===== src/rtl/rtc_pkg.sv =====
// Shared time-of-day field widths, limits and the packed time type for the RTC.
package rtc_pkg;

    localparam int SEC_W  = 6;
    localparam int MIN_W  = 6;
    localparam int HOUR_W = 5;
    localparam int TIME_W = HOUR_W + MIN_W + SEC_W;

    localparam logic [SEC_W-1:0]  SEC_MAX  = 6'd59;
    localparam logic [MIN_W-1:0]  MIN_MAX  = 6'd59;
    localparam logic [HOUR_W-1:0] HOUR_MAX = 5'd23;

    typedef struct packed {
        logic [HOUR_W-1:0] hour;
        logic [MIN_W-1:0]  min;
        logic [SEC_W-1:0]  sec;
    } rtc_time_t;

    function automatic logic time_in_range(input rtc_time_t t);
        return (t.sec <= SEC_MAX) && (t.min <= MIN_MAX) && (t.hour <= HOUR_MAX);
    endfunction

endpackage


===== src/rtl/rtc_alarm_cmp.sv =====
// One alarm channel: compares the upcoming time with the alarm setting and
// emits a registered single-cycle pulse when the match first appears.
module rtc_alarm_cmp
    import rtc_pkg::*;
(
    input  logic      clk,
    input  logic      reset,
    input  rtc_time_t time_d_i,
    input  logic      en_i,
    input  rtc_time_t alarm_i,
    output logic      hit_o
);

    logic match_d;
    logic match_q;
    logic hit_q;

    // Matching against the next-state time lets the pulse appear in the same
    // cycle the matching time becomes visible on the outputs.
    always_comb begin
        match_d = en_i && time_in_range(alarm_i) && (time_d_i == alarm_i);
    end

    always_ff @(posedge clk) begin
        if (reset) begin
            match_q <= 1'b0;
            hit_q   <= 1'b0;
        end else begin
            match_q <= match_d;
            hit_q   <= match_d && !match_q;
        end
    end

    assign hit_o = hit_q;

endmodule


===== src/rtl/rtc_core.sv =====
// Real-time clock core: prescaled seconds counter with 24h time, load
// handshake, optional 12h display format and per-channel alarms.
module rtc_core
    import rtc_pkg::*;
#(
    parameter int NUM_ALARMS = 2,
    parameter int HOUR12     = 0,
    parameter int TICK_DIV   = 1
) (
    input  logic                         clk,
    input  logic                         reset,
    input  logic                         tick_en,
    input  logic                         run,
    input  logic                         load_valid,
    output logic                         load_ready,
    input  logic [SEC_W-1:0]             load_sec,
    input  logic [MIN_W-1:0]             load_min,
    input  logic [HOUR_W-1:0]            load_hour,
    output logic                         load_err,
    output logic [SEC_W-1:0]             seconds,
    output logic [MIN_W-1:0]             minutes,
    output logic [HOUR_W-1:0]            hours,
    output logic                         pm,
    output logic                         day_wrap,
    input  logic [NUM_ALARMS-1:0]        alarm_en,
    input  logic [NUM_ALARMS*TIME_W-1:0] alarm_time,
    output logic [NUM_ALARMS-1:0]        alarm_hit
);

    localparam int PW = (TICK_DIV > 1) ? $clog2(TICK_DIV) : 1;
    localparam logic [PW-1:0] PRE_LAST = PW'(TICK_DIV - 1);

    rtc_time_t         time_q, time_d;
    rtc_time_t         load_time;
    logic [PW-1:0]     pre_q, pre_d;
    logic              load_ready_q, load_ready_d;
    logic              load_err_q, load_err_d;
    logic              day_wrap_q, day_wrap_d;
    logic [HOUR_W-1:0] hours_q, hours_d;
    logic              pm_q, pm_d;
    logic              load_fire, load_ok, count_en, sec_step;

    always_comb begin
        load_time = {load_hour, load_min, load_sec};
        load_fire = load_valid && load_ready_q;
        load_ok   = load_fire && time_in_range(load_time);
        count_en  = run && tick_en;
        sec_step  = count_en && (pre_q == PRE_LAST);

        pre_d = pre_q;
        if (load_ok) begin
            pre_d = '0;
        end else if (count_en) begin
            pre_d = sec_step ? '0 : pre_q + 1'b1;
        end

        // An accepted load takes priority over a coincident second step.
        time_d     = time_q;
        day_wrap_d = 1'b0;
        if (load_ok) begin
            time_d = load_time;
        end else if (sec_step) begin
            if (time_q.sec == SEC_MAX) begin
                time_d.sec = '0;
                if (time_q.min == MIN_MAX) begin
                    time_d.min = '0;
                    if (time_q.hour == HOUR_MAX) begin
                        time_d.hour = '0;
                        day_wrap_d  = 1'b1;
                    end else begin
                        time_d.hour = time_q.hour + 1'b1;
                    end
                end else begin
                    time_d.min = time_q.min + 1'b1;
                end
            end else begin
                time_d.sec = time_q.sec + 1'b1;
            end
        end

        load_ready_d = !load_fire;
        load_err_d   = load_fire && !load_ok;

        hours_d = time_d.hour;
        pm_d    = 1'b0;
        if (HOUR12 != 0) begin
            pm_d = (time_d.hour >= 5'd12);
            if (time_d.hour == 5'd0) begin
                hours_d = 5'd12;
            end else if (time_d.hour > 5'd12) begin
                hours_d = time_d.hour - 5'd12;
            end
        end
    end

    always_ff @(posedge clk) begin
        if (reset) begin
            time_q       <= '0;
            pre_q        <= '0;
            load_ready_q <= 1'b1;
            load_err_q   <= 1'b0;
            day_wrap_q   <= 1'b0;
            hours_q      <= (HOUR12 != 0) ? 5'd12 : 5'd0;
            pm_q         <= 1'b0;
        end else begin
            time_q       <= time_d;
            pre_q        <= pre_d;
            load_ready_q <= load_ready_d;
            load_err_q   <= load_err_d;
            day_wrap_q   <= day_wrap_d;
            hours_q      <= hours_d;
            pm_q         <= pm_d;
        end
    end

    for (genvar gi = 0; gi < NUM_ALARMS; gi++) begin : g_alarm
        rtc_alarm_cmp u_cmp (
            .clk      (clk),
            .reset    (reset),
            .time_d_i (time_d),
            .en_i     (alarm_en[gi]),
            .alarm_i  (alarm_time[gi*TIME_W +: TIME_W]),
            .hit_o    (alarm_hit[gi])
        );
    end

    assign load_ready = load_ready_q;
    assign load_err   = load_err_q;
    assign seconds    = time_q.sec;
    assign minutes    = time_q.min;
    assign hours      = hours_q;
    assign pm         = pm_q;
    assign day_wrap   = day_wrap_q;

endmodule


===== config.mk =====
export PLATFORM = sky130hd
export DESIGN_NAME = rtc_core
export DESIGN_NICKNAME = d
export VERILOG_FILES = /design/src/rtl/rtc_pkg.sv /design/src/rtl/rtc_alarm_cmp.sv /design/src/rtl/rtc_core.sv
export SDC_FILE = /design/constraint.sdc
export NUM_CORES = 1
export LEC_CHECK = 0
export CORE_MARGIN = 5
export CORE_UTILIZATION = 50
export DETAILED_ROUTE_END_ITERATION = 16
export HOLD_SLACK_MARGIN = 0.05
export MAX_ROUTING_LAYER = met4
export PLACE_DENSITY_LB_ADDON = 0.15
export SYNTH_ARGS = -nofsm -noshare
export SYNTH_HDL_FRONTEND = slang
export SYNTH_SLANG_ARGS = --single-unit

===== constraint.sdc =====
create_clock -name clk -period 7.75 [get_ports clk]
set_clock_uncertainty 0.15 [all_clocks]
set_input_delay 1.1625 -clock clk [delete_from_list [all_inputs] [get_ports clk]]
set_output_delay 1.1625 -clock clk [all_outputs]
set_load 0.02 [all_outputs]

Word-level counts from Yosys, hierarchy flattened
Cells that the tools add are included.
- memory bits (read-only): 0
- output and inout port bits: 23
- latch bits: 0
- input port bits: 58
- memories kept: 0
- RAM bits: 0
- word-level logic and storage cells: 65
- flip-flop bits (word level): 25
- reductions and logical operators: 23
- mux-type cells: 9
- equal/unequal tests: 5
- divide/modulo/power cells: 0
- magnitude comparators: 9
- multiply operators: 0
- add/sub/neg operators: 4
- shifts and indexed selects: 0
- bitwise logic cells: 4
- operators with widths (operator ; number):
    6-bit less-or-equal comparator (second input constant) ; 6
    17-bit equality test ; 2
    17-bit two-way mux ; 2
    1-bit logical AND ; 17
    5-bit less-or-equal comparator (second input constant) ; 3
    6-bit by 1-bit adder with 6-bit output (second input constant) ; 2
    6-bit equality test (second input constant) ; 2
    6-bit two-way mux ; 2
    11-bit two-way mux ; 1
    5-bit two-way mux ; 2
    5-bit by 1-bit adder with 5-bit output (second input constant) ; 1
    5-bit equality test (second input constant) ; 1
    5-bit OR reduction ; 1
    1-bit logical NOT ; 4
    1-bit NOT ; 4
    1-bit two-way mux ; 2
    2-bit OR reduction ; 1
    1-bit adder (second input constant) ; 1

Depth between registers and ports, before layout
Gate-level depths: netlist of run 1.
- depth in word-level cells: 9
- gate-level depth with buffers: 11
- depth with buffers taken out: 8

By module
A second synthesis of run 1 with hierarchy kept.
- cell total of the unflattened synthesis: 236
- area total of the unflattened synthesis: 1923.1 um^2
- by module, submodules not included (module ; seq. area each (um^2) ; instances ; cells an instance ; area each (um^2)):
    rtc_core ; 420.4 ; 1 ; 168 ; 1372.6
    rtc_alarm_cmp ; 40.0 ; 2 ; 34 ; 275.3

Worst setup path before layout of run 1
OpenSTA, ideal clock, no wires.
- path kind: input port to flip-flop
- from: input run
- to: register g_alarm[1].u_cmp.hit_q
- stages: 7
- arrival time: 3230 ps
- buffers on the path: 0
- slack: 4282 ps
- required time: 7512 ps
- cell sequence: nand3b_4 -> nor4_1 -> o211ai_4 -> mux2i_1 -> or4_1 -> or4_4 -> nor4_2
- longest elaborated chain between the ends: 7
- RTL lines (what ; RTL line ; RTL):
    from (decl) ; rtc_core.sv:13 ; input logic run,
    1-bit logical AND ; rtc_core.sv:47 ; count_en = run && tick_en;
    1-bit logical AND ; rtc_core.sv:48 ; sec_step = count_en && (pre_q == PRE_LAST);
    17-bit two-way mux ; rtc_core.sv:62 ; end else if (sec_step) begin
    17-bit two-way mux ; rtc_core.sv:60 ; if (load_ok) begin
    17-bit equality test ; rtc_alarm_cmp.sv:21 ; match_d = en_i && time_in_range(alarm_i) && (time_d_i == alarm_i);
    1-bit logical AND ; rtc_alarm_cmp.sv:21 ;
    1-bit logical AND ; rtc_alarm_cmp.sv:30 ; hit_q <= match_d && !match_q;
    to (signal assigned) ; rtc_alarm_cmp.sv:30 ;
    to (decl) ; rtc_alarm_cmp.sv:16 ; logic hit_q;
No other way between the ends.
A chain may end at the register's enable or synchronous reset.

Final worst setup path of run 1
- from: input load_min[3]
- to: register g_alarm[1].u_cmp.hit_q
- longest elaborated chain between the ends: 8
- RTL lines (what ; RTL line ; RTL):
    from (decl) ; rtc_core.sv:17 ; input logic [MIN_W-1:0] load_min,
    6-bit less-or-equal comparator ; rtc_pkg.sv:20 ; return (t.sec <= SEC_MAX) && (t.min <= MIN_MAX) && (t.hour <= HOUR_MAX);
    1-bit logical AND (2 in a row) ; rtc_pkg.sv:20 ;
    1-bit logical AND ; rtc_core.sv:46 ; load_ok = load_fire && time_in_range(load_time);
    17-bit two-way mux (*) ; rtc_core.sv:60 ;
    17-bit equality test (*) ; rtc_alarm_cmp.sv:21 ;
    1-bit logical AND (*) ; rtc_alarm_cmp.sv:21 ;
    1-bit logical AND (*) ; rtc_alarm_cmp.sv:30 ;
Mark *: on every way between the ends. The rest lies on a longest branch, timed or not.

==> summary.txt, run 1 <==
DR pass1 iterations: 4
Core Rows: 24
power density over the cells: 123.7 nW/µm²
crit-path max FO: 28
die width: 78.37 µm
worst hold slack: 283.9 ps
clock period minus worst slack: 4433 ps
number of slew-limit violations in the final report: 0
most frequent cells in the layout: clkdlybuf4s50_1 (79), nor2_1 (31), dfxtp_1 (25), nand4_1 (18), nand2_1 (16)
syn nets: 367
initial antenna violation count: 0
dpl cell area: 3128 µm²
Mapped Area: 2337 µm²
CTS tree: done
clock tree buffer depth: 2
drt wl/cell: 18.73 µm
Tightest Pin Transition: 964.0 ps
sequential element share of the synthesized area: 21.41%
worst path arrival time: 4480 ps
Design Area, Final: 3173 µm²
worst-skew pair later-pin latency: 280 ps
Die ar.: 6142 µm²
vias: 2,781
Die Span Y: 78.37 µm
Hold Crit Class: reg2reg
Post-Syn Instances: 306
FF+latch count, synth: 25
vias in the first global route: 2,651
Post-DRT Antenna Nets: 0
Final period util: 57.20%
EDFF count, synth: 0
asr flop ratio synth: 0%
Distinct cells, synth: 65
Worst IR Drop VDD: 0.07820 mV
post-CTS setup buffers: 0
Final GP Congestion: 1.009
CTS buffer count: 3
GR Overflow Total: 0
vias per cell: 6.498
Residual DRC: 0
achievable clock frequency: 0.2256 GHz
Ys Warns: 0
Avg Cell Area, Syn: 7.638 µm²
Worst Path Required: 7800 ps
global-route wire length before repair: 12,970 µm
met2 wire length: 3766 µm
GRT Total Usage: 26.75%
CTS sink count: 25
core area: 4444 µm²
DR iter-0 viols: 202
status: complete, no violations
Post-Place Worst Slack: 3072 ps
Root Driver: clkbuf_8
Starting Density: 52.59%
Clk pin slew, worst setup/hold paths: 100 ps
CTS Hold Buffers Added: 0
layout cells sized above 1: 5.053%
H-tree level count: 1
Ports: 81
post-route setup slack: 3317 ps
Setup Viol. Count Final: 0
final hold violation count: 0
Max Cap Viol: 0
Pwr Total: 392.5 µW
dominant synthesized flop cell: dfxtp_1
RSZ-0062 raised after global routing: no
CTS resizes: 0
Max Used Layer: met4
port bufs: 79
most common cell after layout, fill and taps aside: clkdlybuf4s50_1
n_diodes: 0
largest net degree at the start of global routing: 29
FILL cells: 372
Crit Path Class: in2reg
Nets: 438
Leakage: 0.001143 µW
max_slew headroom: 35.53%
CP startpoint kind: input pin
Post-Route Setup TNS: 0 ps
met1 WL: 3312 µm
P&R area growth vs syn: 35.76%
crit path capture type: flop
Post-DP HPWL: 6312 µm
WL final: 8017 µm
met3 WL post-DR: 678 µm
[kinds of logic after synthesis]
kind of cell | after synthesis | share of synthesized area [%]
other cells | 1 | 0.1604
xor+xnor | 27 | 10.12
flops | 25 | 21.41
compound gates | 71 | 21.95
mux | 6 | 3.158
buf+inv | 28 | 5.514
simple gates | 145 | 36.08
fa+ha+maj | 3 | 1.606
[state kept, by name, summed over array words and instances (netlist names)]
name	cells
g_alarm.u_cmp.hit_o	2
hours	5
day_wrap	1
minutes	6
g_alarm.u_cmp.match_q	2
load_err	1
pre_q	1
seconds	6
load_ready	1
[where the power goes]
part	leakage, µW	internal [µW]	switching, µW
clock	0.0000228	37.0	47.3
combinational	0.000915	79.0	82.7
sequential	0.000205	136	10.6
total	0.00114	252	141
[worst paths after layout]
path                       startpoint                      to  slack [ps]  depth (start not counted)
max                       load_min[3]  g_alarm[1].u_cmp.hit_o        3320                          9
min reg2reg  g_alarm[1].u_cmp.match_q  g_alarm[1].u_cmp.hit_o         280                          1
min          g_alarm[1].u_cmp.match_q  g_alarm[1].u_cmp.hit_o         280                          1
max reg2reg                seconds[0]  g_alarm[0].u_cmp.hit_o        4290                          8
[cell type report]
cell class,instances,area (µm²),area share (%)
Tap cell,52,65.06,2.050
Multi-Input combinational cell,253,1708,53.83
Timing Repair Buffer,81,805.8,25.39
Clock buffer,4,45.04,1.420
Sequential cell,25,500.5,15.77
Inverter,13,48.80,1.538
[cells in the mapped netlist, drive strengths merged (4+ instances only)]
cell type   n  area share [%]
nand3       9             1.9
and3        4             1.1
nand2      17             2.8
xor2       14             5.2
clkbuf      5            0.80
nand4b      6             2.2
buf        10             2.6
inv        13             2.1
nor3       12             2.6
or3         9             2.5
or4         6             2.1
nand3b      4             2.4
nor4        8             2.4
dfxtp      25              21
nand4      18             4.8
o211ai      4             1.9
nor2       31             5.0
and2        7             1.9
o21ai      15             3.2
a211oi     10             3.2
xnor2      13             4.9
mux2i       5             2.7
nor2b       5             1.3
a21oi      10             2.1
[layer usage]
metal / vias up / GRT usage (%)
met5: - / -
met1: 1289 / 33.52
met2: 170 / 44.09
met3: 25 / 3.318
li1: 1297 / -
met4: 0 / 10.14
[critical path, stage by stage]
cell	delay, ps
clkdlybuf4s50_1	470
nand4_1	250
nand4b_1	570
buf_4	470
o21ai_0	180
mux2i_1	90
or4_1	500
or4_4	550
nor4_2	240
[per-stage QoR]
stage          instances  utilization (%)
2_1_floorplan        306                -
3_3_place_gp         424            70.38
3_5_place_dp         424            70.38
4_1_cts              428            71.40
5_1_grt              428            71.40
6_report             428            71.40
No activity file was read; power rests on OpenSTA's default activity.
==> run 2: changes to the inputs <==
--- a/config.mk
+++ b/config.mk
@@ -6,7 +6,7 @@
 export NUM_CORES = 1
 export LEC_CHECK = 0
 export CORE_MARGIN = 5
-export CORE_UTILIZATION = 50
+export CORE_UTILIZATION = 42
 export DETAILED_ROUTE_END_ITERATION = 16
 export HOLD_SLACK_MARGIN = 0.05
 export MAX_ROUTING_LAYER = met4
==> constraint.sdc (replaced) <==
create_clock -name clk -period 3.6 [get_ports clk]
set_clock_uncertainty 0.15 [all_clocks]
set_input_delay 0.54 -clock clk [delete_from_list [all_inputs] [get_ports clk]]
set_output_delay 0.54 -clock clk [all_outputs]
set_load 0.02 [all_outputs]
==> run 2 against run 1 <==
Net effect: hold slack worse by 26 ps; final area rose by 4.3%; utilization fell by 11 points; global-route usage is 2.8 points lower; via count decreased by 0.83%; clock power rose by 110%.
==> summary.txt, run 2 (synthesis gave the netlist of run 1 again) <==
status: complete, no violations
vias per cell: 5.957
Worst IR Drop VDD: 0.1565 mV
port bufs: 79
most common cell after layout, fill and taps aside: clkdlybuf4s50_1
Post-DP HPWL: 6917 µm
Post-Route Setup TNS: 0 ps
worst-skew pair later-pin latency: 280 ps
worst path arrival time: 3380 ps
Crit Path Class: in2reg
vias in the first global route: 2,726
CTS tree: done
layout cells sized above 1: 8.696%
CTS resizes: 0
Residual DRC: 0
CTS sink count: 25
die width: 84.60 µm
Slowest-stage cell, CP: clkdlybuf4s50_1
GR Overflow Total: 0
DR iter-0 viols: 179
WL final: 8475 µm
WHS Path Cells: 1
vias: 2,758
drt wl/cell: 18.30 µm
Tightest Pin Transition: 556.7 ps
Worst Hold Path EP: g_alarm[1].u_cmp.hit_o
clock network power share: 21.1%
Post-Place Worst Slack: 20.15 ps
post-route setup slack: 266.4 ps
sw frac: 35.56%
Root Driver: clkbuf_8
RSZ-0062 raised after global routing: no
Flop pwr share: 37.1%
Buf+Inv Stages, Crit Path: 2
number of slew-limit violations in the final report: 0
CTS buffer count: 3
Clk pin slew, worst setup/hold paths: 100 ps
DR pass1 iterations: 5
clock tree buffer depth: 2
worst hold start: g_alarm[1].u_cmp.match_q
reg-to-reg slack, setup: 370 ps
Die Span Y: 84.60 µm
H-tree level count: 1
largest net degree at the start of global routing: 22
Max Cap Viol: 0
RR Endpoint: g_alarm[1].u_cmp.match_q
largest stage delay on the critical path: 590 ps
achievable clock frequency: 0.3000 GHz
Final period util: 92.60%
Leakage: 0.001215 µW
power density over the cells: 258.2 nW/µm²
crit path capture type: flop
CP startpoint kind: input pin
initial antenna violation count: 0
n_diodes: 0
Starting Density: 42.71%
Crit path max-delay family: simple AND/OR/NAND/NOR gates
Worst path most repeated cell: or4_1
Die ar.: 7156 µm²
Net Sw Power: 304.0 µW
Post-DRT Antenna Nets: 0
Nets: 453
Final GP Congestion: 0.8984
Core Rows: 27
final hold violation count: 0
Hold Crit Class: reg2reg
Ports: 81
max_slew headroom: 62.66%
Combinational Power Share: 41.8%
core area: 5473 µm²
GRT Total Usage: 23.93%
crit-path max FO: 5
post-CTS setup buffers: 0
worst r2r src: seconds[0]
worst r2r path cells: 9
CP cell instances: clkdlybuf4s50_1 > nand4b_1 > or4_1 > buf_4 > mux2i_4 > xnor2_1 > o311a_1 > or4_1 > nor3_1
most frequent cells in the layout: clkdlybuf4s50_1 (79), nor2_1 (31), dfxtp_1 (25), nand4_1 (18), buf_4 (17)
Worst Path Required: 3650 ps
clock period minus worst slack: 3334 ps
P&R area growth vs syn: 41.65%
CTS Hold Buffers Added: 0
Pint: 550.8 µW
global-route wire length before repair: 13,520 µm
Setup Viol. Count Final: 0
run 2: how the worst max path moves through the flow:
stage / start / end / slack [ps] / cells past startpoint
after floorplan: seconds[0] / g_alarm[1].u_cmp.hit_o / 590 / 9
after global placement: run / g_alarm[1].u_cmp.match_q / 60 / 9
after detailed placement: tick_en / g_alarm[1].u_cmp.match_q / 20 / 9
after CTS: run / g_alarm[1].u_cmp.match_q / 300 / 9
after global routing: run / g_alarm[1].u_cmp.hit_o / 170 / 9
final: run / g_alarm[1].u_cmp.match_q / 270 / 9
run 2: final cells by class:
class | count | area, µm²
tap | 72 | 90.09
inverter | 13 | 48.80
timing repair buffer | 96 | 918.4
multi-input combinational | 253 | 1708
sequential | 25 | 500.5
clock buffer | 4 | 45.04
fill | 566 | 2162
run 2: routing by layer:
layer | up-vias | track usage, % | wire, µm
li1 | 1326 | - | -
met1 | 1304 | 30.16 | 3743
met2 | 112 | 39.43 | 4012
met3 | 16 | 3.337 | 539
met4 | 0 | 7.482 | 180
met5 | - | - | 0
run 2: stage by stage:
step                total power [µW]  cells  area, µm²  hold WS (ps)  util (%)
finish                         854.8    463       3311         258.3     60.49
CTS                            854.3    463       3311         260.9     60.49
floorplan                      506.7    306       2337         240.3         -
detailed placement             676.5    459       3266         247.8     59.67
global placement               674.2    459       3266         243.2     59.67
global route                   901.5    463       3311         273.7     60.49
run 2: power by group through the flow:
stage / clock [µW] / combinational [µW] / sequential (µW)
finish: 181 / 357 / 317
global route: 194 / 388 / 319
CTS: 182 / 356 / 316
detailed placement: 0 / 354 / 323
global placement: 0 / 352 / 322
floorplan: 0 / 171 / 336
==> run 3: changes to the inputs <==
--- a/config.mk
+++ b/config.mk
@@ -5,7 +5,6 @@
 export SDC_FILE = /design/constraint.sdc
 export NUM_CORES = 1
 export LEC_CHECK = 0
-export CORE_MARGIN = 5
 export CORE_UTILIZATION = 42
 export DETAILED_ROUTE_END_ITERATION = 16
 export HOLD_SLACK_MARGIN = 0.05
==> run 3 against run 2 <==
Net effect: total power is 0.96% higher; final area is 0.68% higher; combinational power is 2% higher; clock power hardly changed; final cell count is 0.43% lower; critical path type unchanged; flip-flop and latch count stayed put; first-iteration DRC count is 40% higher; worst setup slack worse by 16 ps; hold slack better by 19 ps.
==> summary.txt, run 3 (synthesis gave the netlist of run 1 again) <==
Residual DRC: 0
Nets: 453
core area: 5238 µm²
post-CTS setup buffers: 0
Core Rows: 26
CTS resizes: 0
Final GP Congestion: 0.9376
Post-DP HPWL: 6526 µm
power density over the cells: 258.9 nW/µm²
Leakage: 0.001223 µW
Tightest Pin Transition: 598.9 ps
H-tree level count: 1
Final period util: 93.05%
status: complete, no violations
Starting Density: 44.62%
RSZ-0062 raised after global routing: no
initial antenna violation count: 0
Ports: 81
CTS tree: done
Post-DRT Antenna Nets: 0
CTS Hold Buffers Added: 0
Setup Viol. Count Final: 0
achievable clock frequency: 0.2985 GHz
crit-path max FO: 5
CTS sink count: 25
Worst Path Required: 3650 ps
CP startpoint kind: input pin
Max Cap Viol: 0
Crit Path Class: in2reg
Post-Place Worst Slack: 4.090 ps
Hold Crit Class: reg2reg
most common cell after layout, fill and taps aside: clkdlybuf4s50_1
WL final: 8187 µm
Worst IR Drop VDD: 0.1540 mV
vias per cell: 6.069
most frequent cells in the layout: clkdlybuf4s50_1 (79), nor2_1 (31), dfxtp_1 (25), nand4_1 (18), nand2_1 (16)
port bufs: 79
final hold violation count: 0
layout cells sized above 1: 8.696%
post-route setup slack: 250.2 ps
worst-skew pair later-pin latency: 280 ps
Root Driver: clkbuf_8
vias: 2,798
vias in the first global route: 2,622
Post-Route Setup TNS: 0 ps
max_slew headroom: 59.65%
global-route wire length before repair: 13,050 µm
largest net degree at the start of global routing: 27
number of slew-limit violations in the final report: 0
drt wl/cell: 17.76 µm
DR iter-0 viols: 250
clock period minus worst slack: 3350 ps
die width: 76.60 µm
CTS buffer count: 3
reg-to-reg slack, setup: 340 ps
clock tree buffer depth: 2
n_diodes: 0
worst path arrival time: 3400 ps
P&R area growth vs syn: 42.61%
Die Span Y: 76.60 µm
crit path capture type: flop
GR Overflow Total: 0
Clk pin slew, worst setup/hold paths: 90 ps
DR pass1 iterations: 5
Die ar.: 5867 µm²
GRT Total Usage: 28.75%
## run 3: cell counts in the layout (fill, tap and decap cells not counted)
Identical to the previous run, type by type.
## run 3: area by class of cell
type / instances / area (µm²)
clock buffers: 4 / 45.04
fillers: 505 / 1904
inverters: 13 / 48.80
multi-input cells: 253 / 1708
flip-flops and latches: 25 / 500.5
well taps: 70 / 87.58
repair buffers: 96 / 943.4
## run 3: report_power, final
part	internal [µW]	total, µW	switching [µW]
combinational	182	365	183
sequential	293	316	23.3
clock	79.6	183	103
## run 3: per-stage QoR
step | hold slack [ps] | cell area, µm² | total power (µW) | util, % | std cells
after global routing | 290.8 | 3333 | 904.5 | 63.64 | 461
after global placement | 248.4 | 3288 | 675.5 | 62.78 | 457
after floorplan | 240.3 | 2337 | 506.7 | - | 306
final | 277.7 | 3333 | 863.0 | 63.64 | 461
after detailed placement | 271.5 | 3288 | 679.0 | 62.78 | 457
after CTS | 284.5 | 3333 | 856.3 | 63.64 | 461
## run 3: metal layers
metal	vias up	wire (µm)	part of all wire (%)	GRT usage (%)
li1	1331	-	-	-
met1	1299	3631	44	37.24
met2	149	3868	47	45.95
met3	19	511	6.2	3.114
met4	0	176	2.1	10.77
met5	-	0	0	-
## run 3: final timing paths
kind                            start                        to  cells after the start
max                               run  g_alarm[1].u_cmp.match_q                      9
min          g_alarm[1].u_cmp.match_q    g_alarm[1].u_cmp.hit_o                      1
max reg2reg                seconds[0]  g_alarm[1].u_cmp.match_q                      9
min reg2reg  g_alarm[1].u_cmp.match_q    g_alarm[1].u_cmp.hit_o                      1
## run 3: critical path: stages
cell and delay, ps:
clkdlybuf4s50_1 590, nand4b_1 170, or4_1 540, buf_4 200, mux2i_4 190, xnor2_1 150
o311a_1 280, or4_1 550, nor3_1 180
